$ cat src/rtl/tx_seq_pkg.sv
// Shared types and helpers for the UART TX byte sequencer.
// The TX_SEQ_CHECKSUM_EN macro adds the CKSUM state for the trailing XOR byte.
package tx_seq_pkg;

    localparam int STEP_TICKS_DEF = 5760;

    typedef enum logic [2:0] {
        ST_IDLE  = 3'd0,
        ST_SEND  = 3'd1,
        ST_GAP   = 3'd2,
        ST_FIN   = 3'd3
`ifdef TX_SEQ_CHECKSUM_EN
        ,
        ST_CKSUM = 3'd4
`endif
    } state_t;

    // Gap length in 0.1 s steps for each delay code.
    function automatic logic [4:0] delay_steps(input logic [1:0] code);
        logic [4:0] steps;
        case (code)
            2'b00:   steps = 5'd0;
            2'b01:   steps = 5'd5;
            2'b10:   steps = 5'd10;
            default: steps = 5'd20;
        endcase
        return steps;
    endfunction

endpackage

$ cat src/rtl/tx_gap_timer.sv
// Loadable down-counter advanced only on baud-tick enables.
// expired flags the ce edge on which the count reaches zero.
module tx_gap_timer #(
    parameter int GAP_W = 24
) (
    input  logic             clk,
    input  logic             reset_n,
    input  logic             ce,
    input  logic             load,
    input  logic [GAP_W-1:0] load_val,
    output logic             expired
);

    localparam logic [GAP_W-1:0] ONE = {{(GAP_W-1){1'b0}}, 1'b1};

    logic [GAP_W-1:0] count;

    always_ff @(posedge clk or negedge reset_n) begin
        if (!reset_n)
            count <= '0;
        else if (load)
            count <= load_val;
        else if (ce && count != '0)
            count <= count - ONE;
    end

    assign expired = ce && !load && (count == ONE);

endmodule

$ cat src/rtl/tx_byte_sequencer.sv
// Streams incrementing bytes to the UART serializer with programmable gaps.
// Define TX_SEQ_CHECKSUM_EN to append an XOR checksum byte after the payload.
module tx_byte_sequencer
    import tx_seq_pkg::*;
#(
    parameter int STEP_TICKS = STEP_TICKS_DEF,
    parameter int CNT_W      = 15,
    parameter int GAP_W      = 24
) (
    input  logic             clk,
    input  logic             reset_n,
    input  logic             ce,
    input  logic             start,
    input  logic [7:0]       data_in,
    input  logic [1:0]       delay_code,
    input  logic [CNT_W-1:0] byte_count,
    input  logic             abort,
    output logic [7:0]       tx_data,
    output logic             tx_valid,
    input  logic             tx_ready,
    output logic             busy,
    output logic             done,
    output logic [CNT_W-1:0] bytes_sent
);

    localparam logic [CNT_W-1:0] CNT_ONE = {{(CNT_W-1){1'b0}}, 1'b1};

    state_t           state;
    logic [1:0]       code_q;
    logic [CNT_W-1:0] remaining;
    logic [GAP_W-1:0] gap_len;
    logic             gap_zero;
    logic             xfer;
    logic             last;
    logic             gap_load;
    logic             gap_expired;

    assign gap_len  = GAP_W'(delay_steps(code_q)) * GAP_W'(STEP_TICKS);
    assign gap_zero = (gap_len == '0);
    assign xfer     = tx_valid && tx_ready;
    assign last     = (remaining == CNT_ONE);
    assign busy     = (state != ST_IDLE);

`ifdef TX_SEQ_CHECKSUM_EN
    logic [7:0] xor_acc;
    logic       cksum_pending;

    // The checksum byte also waits out one gap, so load on every payload transfer.
    assign gap_load = abort || (state == ST_SEND && xfer && !gap_zero);
`else
    assign gap_load = abort || (state == ST_SEND && xfer && !last && !gap_zero);
`endif

    tx_gap_timer #(.GAP_W(GAP_W)) u_gap (
        .clk      (clk),
        .reset_n  (reset_n),
        .ce       (ce),
        .load     (gap_load),
        .load_val (abort ? '0 : gap_len),
        .expired  (gap_expired)
    );

    always_ff @(posedge clk or negedge reset_n) begin
        if (!reset_n) begin
            state      <= ST_IDLE;
            tx_data    <= 8'h00;
            tx_valid   <= 1'b0;
            done       <= 1'b0;
            bytes_sent <= '0;
            remaining  <= '0;
            code_q     <= 2'b00;
`ifdef TX_SEQ_CHECKSUM_EN
            xor_acc       <= 8'h00;
            cksum_pending <= 1'b0;
`endif
        end else begin
            done <= 1'b0;
            if (abort) begin
                // Abort beats a same-cycle handshake; the byte is not counted.
                state    <= ST_IDLE;
                tx_valid <= 1'b0;
            end else begin
                case (state)
                    ST_IDLE: begin
                        if (start && byte_count != '0) begin
                            tx_data    <= data_in;
                            tx_valid   <= 1'b1;
                            code_q     <= delay_code;
                            remaining  <= byte_count;
                            bytes_sent <= '0;
                            state      <= ST_SEND;
`ifdef TX_SEQ_CHECKSUM_EN
                            xor_acc       <= 8'h00;
                            cksum_pending <= 1'b0;
`endif
                        end
                    end
                    ST_SEND: begin
                        if (!tx_valid) begin
                            tx_valid <= 1'b1;
                        end else if (tx_ready) begin
                            tx_valid   <= 1'b0;
                            bytes_sent <= bytes_sent + CNT_ONE;
                            remaining  <= remaining - CNT_ONE;
`ifdef TX_SEQ_CHECKSUM_EN
                            xor_acc <= xor_acc ^ tx_data;
                            if (last) begin
                                tx_data       <= xor_acc ^ tx_data;
                                cksum_pending <= 1'b1;
                                state         <= gap_zero ? ST_CKSUM : ST_GAP;
                            end else begin
                                tx_data <= tx_data + 8'd1;
                                state   <= gap_zero ? ST_SEND : ST_GAP;
                            end
`else
                            if (last) begin
                                state <= ST_FIN;
                                done  <= 1'b1;
                            end else begin
                                tx_data <= tx_data + 8'd1;
                                state   <= gap_zero ? ST_SEND : ST_GAP;
                            end
`endif
                        end
                    end
                    ST_GAP: begin
                        if (gap_expired) begin
                            tx_valid <= 1'b1;
`ifdef TX_SEQ_CHECKSUM_EN
                            state <= cksum_pending ? ST_CKSUM : ST_SEND;
`else
                            state <= ST_SEND;
`endif
                        end
                    end
`ifdef TX_SEQ_CHECKSUM_EN
                    ST_CKSUM: begin
                        if (!tx_valid) begin
                            tx_valid <= 1'b1;
                        end else if (tx_ready) begin
                            tx_valid      <= 1'b0;
                            cksum_pending <= 1'b0;
                            state         <= ST_FIN;
                            done          <= 1'b1;
                        end
                    end
`endif
                    ST_FIN:  state <= ST_IDLE;
                    default: state <= ST_IDLE;
                endcase
            end
        end
    end

endmodule

$ cat config.mk
export PLATFORM = sky130hd
export DESIGN_NAME = tx_byte_sequencer
export DESIGN_NICKNAME = d
export VERILOG_FILES = /design/src/rtl/tx_seq_pkg.sv /design/src/rtl/tx_gap_timer.sv /design/src/rtl/tx_byte_sequencer.sv
export SDC_FILE = /design/constraint.sdc
export NUM_CORES = 1
export LEC_CHECK = 0
export CAP_MARGIN = 30
export CORE_MARGIN = 2
export CORE_UTILIZATION = 55
export DETAILED_ROUTE_END_ITERATION = 6
export GPL_ROUTABILITY_DRIVEN = 0
export PLACE_DENSITY = 0.78
export REMOVE_ABC_BUFFERS = 1
export SLEW_MARGIN = 10
export SYNTH_ARGS = -nofsm -noshare
export SYNTH_HDL_FRONTEND = slang
export SYNTH_HIERARCHICAL = 1
export SYNTH_SLANG_ARGS = --single-unit
$ cat constraint.sdc
create_clock -name clk -period 3.1 [get_ports clk]
set_input_delay 0.465 -clock clk [delete_from_list [all_inputs] [get_ports clk]]
set_output_delay 0.465 -clock clk [all_outputs]
set_load 0.02 [all_outputs]
==> flow_summary.yaml, run 1 <==
synth:
  synth.distinct_cells: 61
  post_synthesis_compound_gate_area_fraction_pct: 21.3
  synthAdderAreaFrac_pct: 4.19
  netlist_area_um2: 4480
  synth_enable_flop_cells: 0
  synthFlopType: "sky130_fd_sc_hd__dfrtp_1"
  netlist_instances: 524
  synthesis.area_per_instance_um2: 8.55
  post_synth_and_or_nand_nor_area_fraction_pct: 25.8
  post-synth-top-area-cell: "sky130_fd_sc_hd__dfrtp_1"
  ys_seq_area_share_pct: 38.0
  yosys_register_bits: 68
  yosys-top-cells-count: "sky130_fd_sc_hd__dfrtp_1, sky130_fd_sc_hd__o21ai_0, sky130_fd_sc_hd__nor2_1"
  synthXorXnorAreaFrac_pct: 3.72
  dominant_combinational_cell_family_by_area_after_synthesis: "simple AND/OR/NAND/NOR gates"
  synth.area.mux_share_pct: 2.46
  post-synth-top-count-cell: "sky130_fd_sc_hd__dfrtp_1"
  synth-async-reset-ratio_pct: 100
  yosys.area.top_type_share_pct: 38.0
  ys_warn_count: 6
  synth.area.top_cells: "sky130_fd_sc_hd__dfrtp_1, sky130_fd_sc_hd__o21ai_0, sky130_fd_sc_hd__ha_1"
sta:
  rsz0062_at_grt: "no"
  worst_slew_pin_slew_ps: 878
  finalSetupViolations: 0
  final.min_clock_period_ps: 2620
  fin_crit_sh_pct: 84.6
  finClkSkew_ps: 13.4
  hold_viol_final: 0
  fmaxAchievable_mhz: 381
  max-slew-margin-rel_pct: 41.4
  totalNegativeSetupSlack_ps: 0
  final-max-slew-violation-count: 0
cts:
  cts_buffers: 9
  clk_path_buf_depth: 2
  post_cts.resized_instances: 0
  cts.reportedPaths.clkPinSlew_ps: 80
  cts_tree: "done"
  clockRootBuffer: "sky130_fd_sc_hd__clkbuf_8"
  post_cts_hold_buffer_count: 0
  cts_setup_buffers: 0
  cts_sinks: 68
  clk_latency_ps: 350
  clock_tree.htree_level_count: 3
setup_path:
  worst_setup_end_kind: "flop"
  critical_path_required_ps: 3320
  type_of_the_worst_setup_path: "flop to flop"
  critical_path.startpoint_type: "flop"
  critPathMaxFanout: 3
  timing.critical_path.arrival_ps: 2850
  cp_cell_sequence: "inv_1 -> ha_1 -> nor4b_1 -> nand4_1 -> a21o_1 -> nand2b_1 -> nor4_1 -> nor2b_1 -> nor3_1 -> a2111oi_0"
  cpMaxStageDelayCell: "sky130_fd_sc_hd__dfrtp_1"
  max_stage_delay_ps: 390
job:
  cap_viol_max_count: 0
floorplanning:
  die_outline_height_um: 94.2
  floorplan.initialDensity_pct: 57.4
  std_cell_rows: 32
  fp.dieArea_um2: 8880
  dieWidth_um: 94.2
  core_area_um2: 7810
  io_pins: 57
pwr:
  leak_nw: 2.13
  power-per-cell-area_nw_per_um2: 671
  irDropWorstVdd_uv: 497
drt:
  mean_number_of_vias_per_cell: 6.16
  finalWirelength_um: 11000
  drt-initial-drc-count: 182
  postRouteAntennaNets: 0
  drc: 0
  vias: 4289
  drt-pass1-iter-count: 5
  avgRoutedWirePerCell_um: 15.8
worst_hold_path:
  hold_removal_path_class: "primary input to asynchronous set/reset pin"
finish:
  finalNetCount: 635
  area.sequential_um2: 1700
  area.growth.synth_to_final_pct: 20.1
  fill_cells: 642
  insertedDiodeCount: 0
  final_cell_count_no_fill: 696
  drive_gt1_share_pct: 8.42
  multi_input_comb_area_um2: 2630
grt:
  maximum_number_of_pins_on_one_net_before_global_route_repair: 47
  gr-usage-all-layers_pct: 25.3
  grt_antenna_before_repair: 0
  first_global_vias: 3975
  grt-ovfl-total: 0
  grt_first_pass_wirelength_um: 17900
outcome:
  status: "finished, final reports clean"
placed_design:
  detailed_place_hpwl_um: 7850
  dp_cells: 680
  portBuffers: 56
## metal layers
layer	wire length [um]	vias up	track usage [%]
met3	507	19	4.82
met1	4910	2071	32.3
met2	5420	131	42.7
met5	0	-	0
met4	191	0	9.06
li1	-	2068	-
## power by group
group | internal, mW | switching [mW] | total [mW]
Clock | 0.417 | 0.373 | 0.790
Combinational | 0.619 | 0.768 | 1.39
Sequential | 1.12 | 0.315 | 1.43
## final timing paths
| check | from | endpoint | slack (ps) | depth (start not counted) |
|---|---|---|---|---|
| max | remaining[1] | tx_valid | 480 | 10 |
| min | reset_n | u_gap/count[7] | 200 | 1 |
| max reg2reg | remaining[1] | tx_valid | 480 | 10 |
| min reg2reg | bytes_sent[14] | bytes_sent[14] | 500 | 1 |
| max in group asynchronous | reset_n | bytes_sent[8] | 2240 | 2 |
| min in group clk | bytes_sent[14] | bytes_sent[14] | 500 | 1 |
## registers in the layout (all words and copies together), names as in the netlist
signal       count
u_gap/count     24
bytes_sent      15
remaining       15
tx_data          8
code_q           2
state            2
done             1
tx_valid         1
## stage by stage
step                cell area [um^2]  power (mW)  utilization (%)  hold slack (ps)  setup slack (ps)
floorplan                       4390        2.32                -              169               159
global placement                5170        2.76             66.2              478               340
detailed placement              5170        2.81             66.2              480               299
CTS                             5380        3.61             68.9              224               511
global route                    5380        3.85             68.9              252               300
finish                          5380        3.61             68.9              199               476
## area by class of cell
cell class | count | area share [%]
Multi-Input combinational cell | 428 | 48.9
Sequential cell | 68 | 31.6
Timing Repair Buffer | 67 | 12.1
Clock buffer | 11 | 2.82
Tap cell | 102 | 2.37
Clock inverter | 5 | 1.09
Inverter | 15 | 1.05
## logic make-up after synthesis
| family | after synthesis |
|---|---|
| simple gates | 218 |
| compound gates | 152 |
| flops | 68 |
| buf+inv | 41 |
| xor+xnor | 19 |
| fa+ha+maj | 15 |
| mux | 10 |
| other cells | 1 |
## worst max-delay path, delay by kind of cell, from the launching register on
kind            cells  cell delay (ps)
fa+ha+maj           1              180
flops               1              390
buf+inv             1              100
compound gates      2              620
simple gates        6             1210
## cell usage in the layout (no fill, tap or decap), types with 4 or more instances in the layout
cell / synthesis / final
sky130_fd_sc_hd__o22a_1: 4 / 4
sky130_fd_sc_hd__a2bb2oi_1: 7 / 7
sky130_fd_sc_hd__or3_1: 8 / 8
sky130_fd_sc_hd__nor2b_1: 6 / 6
sky130_fd_sc_hd__inv_1: 15 / 15
sky130_fd_sc_hd__dfrtp_1: 68 / 68
sky130_fd_sc_hd__o21ai_0: 54 / 54
sky130_fd_sc_hd__clkdlybuf4s50_1: 0 / 55
sky130_fd_sc_hd__nor4_1: 22 / 22
sky130_fd_sc_hd__or4_1: 6 / 6
sky130_fd_sc_hd__nand3_1: 18 / 18
sky130_fd_sc_hd__mux2_2: 7 / 7
sky130_fd_sc_hd__conb_1: 1 / 14
sky130_fd_sc_hd__xnor2_1: 16 / 16
sky130_fd_sc_hd__a31oi_1: 13 / 13
sky130_fd_sc_hd__nor4b_1: 4 / 4
sky130_fd_sc_hd__and3_1: 4 / 4
sky130_fd_sc_hd__a21oi_1: 24 / 24
sky130_fd_sc_hd__buf_4: 0 / 10
sky130_fd_sc_hd__o22ai_1: 4 / 4
sky130_fd_sc_hd__ha_1: 15 / 15
sky130_fd_sc_hd__nand2_1: 44 / 44
sky130_fd_sc_hd__clkbuf_8: 0 / 11
sky130_fd_sc_hd__o21ai_1: 10 / 10
sky130_fd_sc_hd__nor3_1: 19 / 19
sky130_fd_sc_hd__nand4_1: 14 / 14
sky130_fd_sc_hd__nand2b_1: 8 / 8
sky130_fd_sc_hd__nor2_1: 47 / 46
sky130_fd_sc_hd__and2_1: 4 / 4
sky130_fd_sc_hd__o211ai_1: 6 / 6
Note: power is estimated with default switching activity, not from simulation.
==> run 2, diff against run 1 <==
==> constraint.sdc (replaced) <==
create_clock -name clk -period 2.7 [get_ports clk]
set_input_delay 0.405 -clock clk [delete_from_list [all_inputs] [get_ports clk]]
set_output_delay 0.405 -clock clk [all_outputs]
set_load 0.02 [all_outputs]
==> run 2 against run 1 <==
Effect of this change: critical endpoint is now u_gap/count[1]; register-to-register slack got worse by 300 ps; cell count rose by 0.86%; die area did not move; maximum frequency rose by 3.8%; setup slack got worse by 300 ps; clock skew fell by 3.9 ps; flip-flop and latch count did not move; sequential share of layout area fell by 0.15 points; global-route usage rose by 0.67 points.
==> flow_summary.yaml, run 2 (synthesis results as in run 1) <==
finish:
  insertedDiodeCount: 0
  biggestRegsByFlops: "u_gap/count x24, bytes_sent x15, remaining x15"
  final_design_area_no_fill_um2: 5400
  final_cell_mix: "sky130_fd_sc_hd__dfrtp_1, sky130_fd_sc_hd__clkdlybuf4s50_1, sky130_fd_sc_hd__o21ai_0"
  drive_gt1_share_pct: 9.33
  finalNetCount: 641
  largest_reg_flops: 24
  core_util_final_pct: 69.2
  area.growth.synth_to_final_pct: 20.6
  final_common_cell: "sky130_fd_sc_hd__dfrtp_1"
  max_flop_register: "u_gap/count"
setup_path:
  critical_path_required_ps: 2970
  crit_start: "u_gap/count[0]"
  critPathTopFamily: "simple AND/OR/NAND/NOR gates"
  reg2reg_from: "u_gap/count[0]"
  setup.reg_to_reg.worst_slack_ps: 170
  timing.critical_path.arrival_ps: 2790
  type_of_the_worst_setup_path: "flop to flop"
  cpMaxStageDelayCell: "sky130_fd_sc_hd__or4_4"
  critPathMaxFanout: 10
  worstRegToRegCells: 7
  max_stage_delay_ps: 510
  critical_path.startpoint_type: "flop"
  cp_cell_sequence: "inv_1 -> ha_1 -> or3b_2 -> or4_4 -> o21ai_2 -> mux2_1 -> o21ai_1"
  worst_setup_end_kind: "flop"
  cp.buffers_inverters: 1
  r2r-end: "u_gap/count[1]"
pwr:
  leak_nw: 2.15
  irDropWorstVdd_uv: 533
  power-per-cell-area_nw_per_um2: 741
grt:
  grt_antenna_before_repair: 0
  maximum_number_of_pins_on_one_net_before_global_route_repair: 69
  grt-ovfl-total: 0
  first_global_vias: 4097
  grt_first_pass_wirelength_um: 18500
  gr-usage-all-layers_pct: 26.0
drt:
  vias: 4335
  drc: 0
  finalWirelength_um: 11100
  mean_number_of_vias_per_cell: 6.18
  drt-pass1-iter-count: 7
  drt-initial-drc-count: 240
  postRouteAntennaNets: 0
  avgRoutedWirePerCell_um: 15.8
floorplanning:
  fp.dieArea_um2: 8880
  std_cell_rows: 32
  dieWidth_um: 94.2
  core_area_um2: 7810
  io_pins: 57
  die_outline_height_um: 94.2
  floorplan.initialDensity_pct: 57.4
sta:
  max-slew-margin-rel_pct: 59.3
  fmaxAchievable_mhz: 396
  hold_viol_final: 0
  worst_slew_pin_slew_ps: 595
  rsz0062_at_grt: "no"
  finClkSkew_ps: 9.48
  finalSetupViolations: 0
  final.min_clock_period_ps: 2530
  fin_crit_sh_pct: 93.6
  final-max-slew-violation-count: 0
  worst_hold_slack_ps: 493
cts:
  cts_setup_buffers: 0
  cts.reportedPaths.clkPinSlew_ps: 70
  cts_buffers: 9
  clk_latency_ps: 340
  cts_sinks: 68
  clock_tree.htree_level_count: 3
  clk_path_buf_depth: 2
  cts_tree: "done"
  clockRootBuffer: "sky130_fd_sc_hd__clkbuf_8"
placed_design:
  portBuffers: 56
  detailed_place_hpwl_um: 7850
  placedInstanceArea_um2: 5180
job:
  cap_viol_max_count: 0
outcome:
  status: "finished, final reports clean"
worst_hold_path:
  worst_hold_path.num_cells: 1
  hold_removal_path_class: "flop to flop"
  worst_hold_path.endpoint: "bytes_sent[14]"
  worst_hold_startpoint: "bytes_sent[14]"
==> run 2: stage by stage <==
step,power [mW],setup TNS [ps],setup slack [ps],std cells
after floorplan,2.66,-461,-241,511
after global placement,3.17,0,190,684
after detailed placement,3.24,0,90.9,684
after CTS,4.00,0,160,700
after global routing,4.29,0,32.6,702
final,4.01,0,173,702
==> run 2: worst max path at each step <==
| stage | to | slack [ps] | cells past startpoint |
|---|---|---|---|
| floorplan | tx_valid | -240 | 8 |
| global placement | tx_valid | 190 | 7 |
| detailed placement | tx_valid | 90 | 7 |
| CTS | tx_valid | 160 | 10 |
| global route | u_gap/count[1] | 30 | 7 |
| finish | u_gap/count[1] | 170 | 7 |
==> run 2: power breakdown <==
group / internal, mW / leakage [nW] / switching (mW) / total, mW
sequential: 1.28 / 0.852 / 0.369 / 1.65
combinational: 0.719 / 1.21 / 0.890 / 1.61
clock: 0.352 / 0.0889 / 0.394 / 0.746
==> run 2: repair_timing <==
item / CTS / global route
endpoints found under the setup margin: 0 / 1
endpoints found under the hold margin: 0 / 13
hold buffers: 0 / 1
gates resized for setup: 0 / 3
==> run 2: layer usage <==
layer | track usage (%) | part of all wire (%) | up-vias
li1 | - | - | 2079
met1 | 32.1 | 44 | 2071
met2 | 44.7 | 50 | 155
met3 | 5.54 | 4.5 | 30
met4 | 9.18 | 2.0 | 0
met5 | 0 | 0 | -
==> run 2: area by class of cell <==
class | instances | area [um^2]
inverters | 15 | 56.3
clock inverters | 5 | 27.5
multi-input cells | 428 | 2640
well taps | 102 | 128
fillers | 636 | 2400
clock buffers | 11 | 141
flip-flops and latches | 68 | 1700
repair buffers | 73 | 706
==> run 3, diff against run 2 <==
--- a/config.mk
+++ b/config.mk
@@ -5,6 +5,7 @@
 export SDC_FILE = /design/constraint.sdc
 export NUM_CORES = 1
 export LEC_CHECK = 0
+export ABC_CLOCK_PERIOD_IN_PS = 2700
 export CAP_MARGIN = 30
 export CORE_MARGIN = 2
 export CORE_UTILIZATION = 55
==> results of run 3 <==
The final DEF is identical to that of run 2; final timing and power are the same.
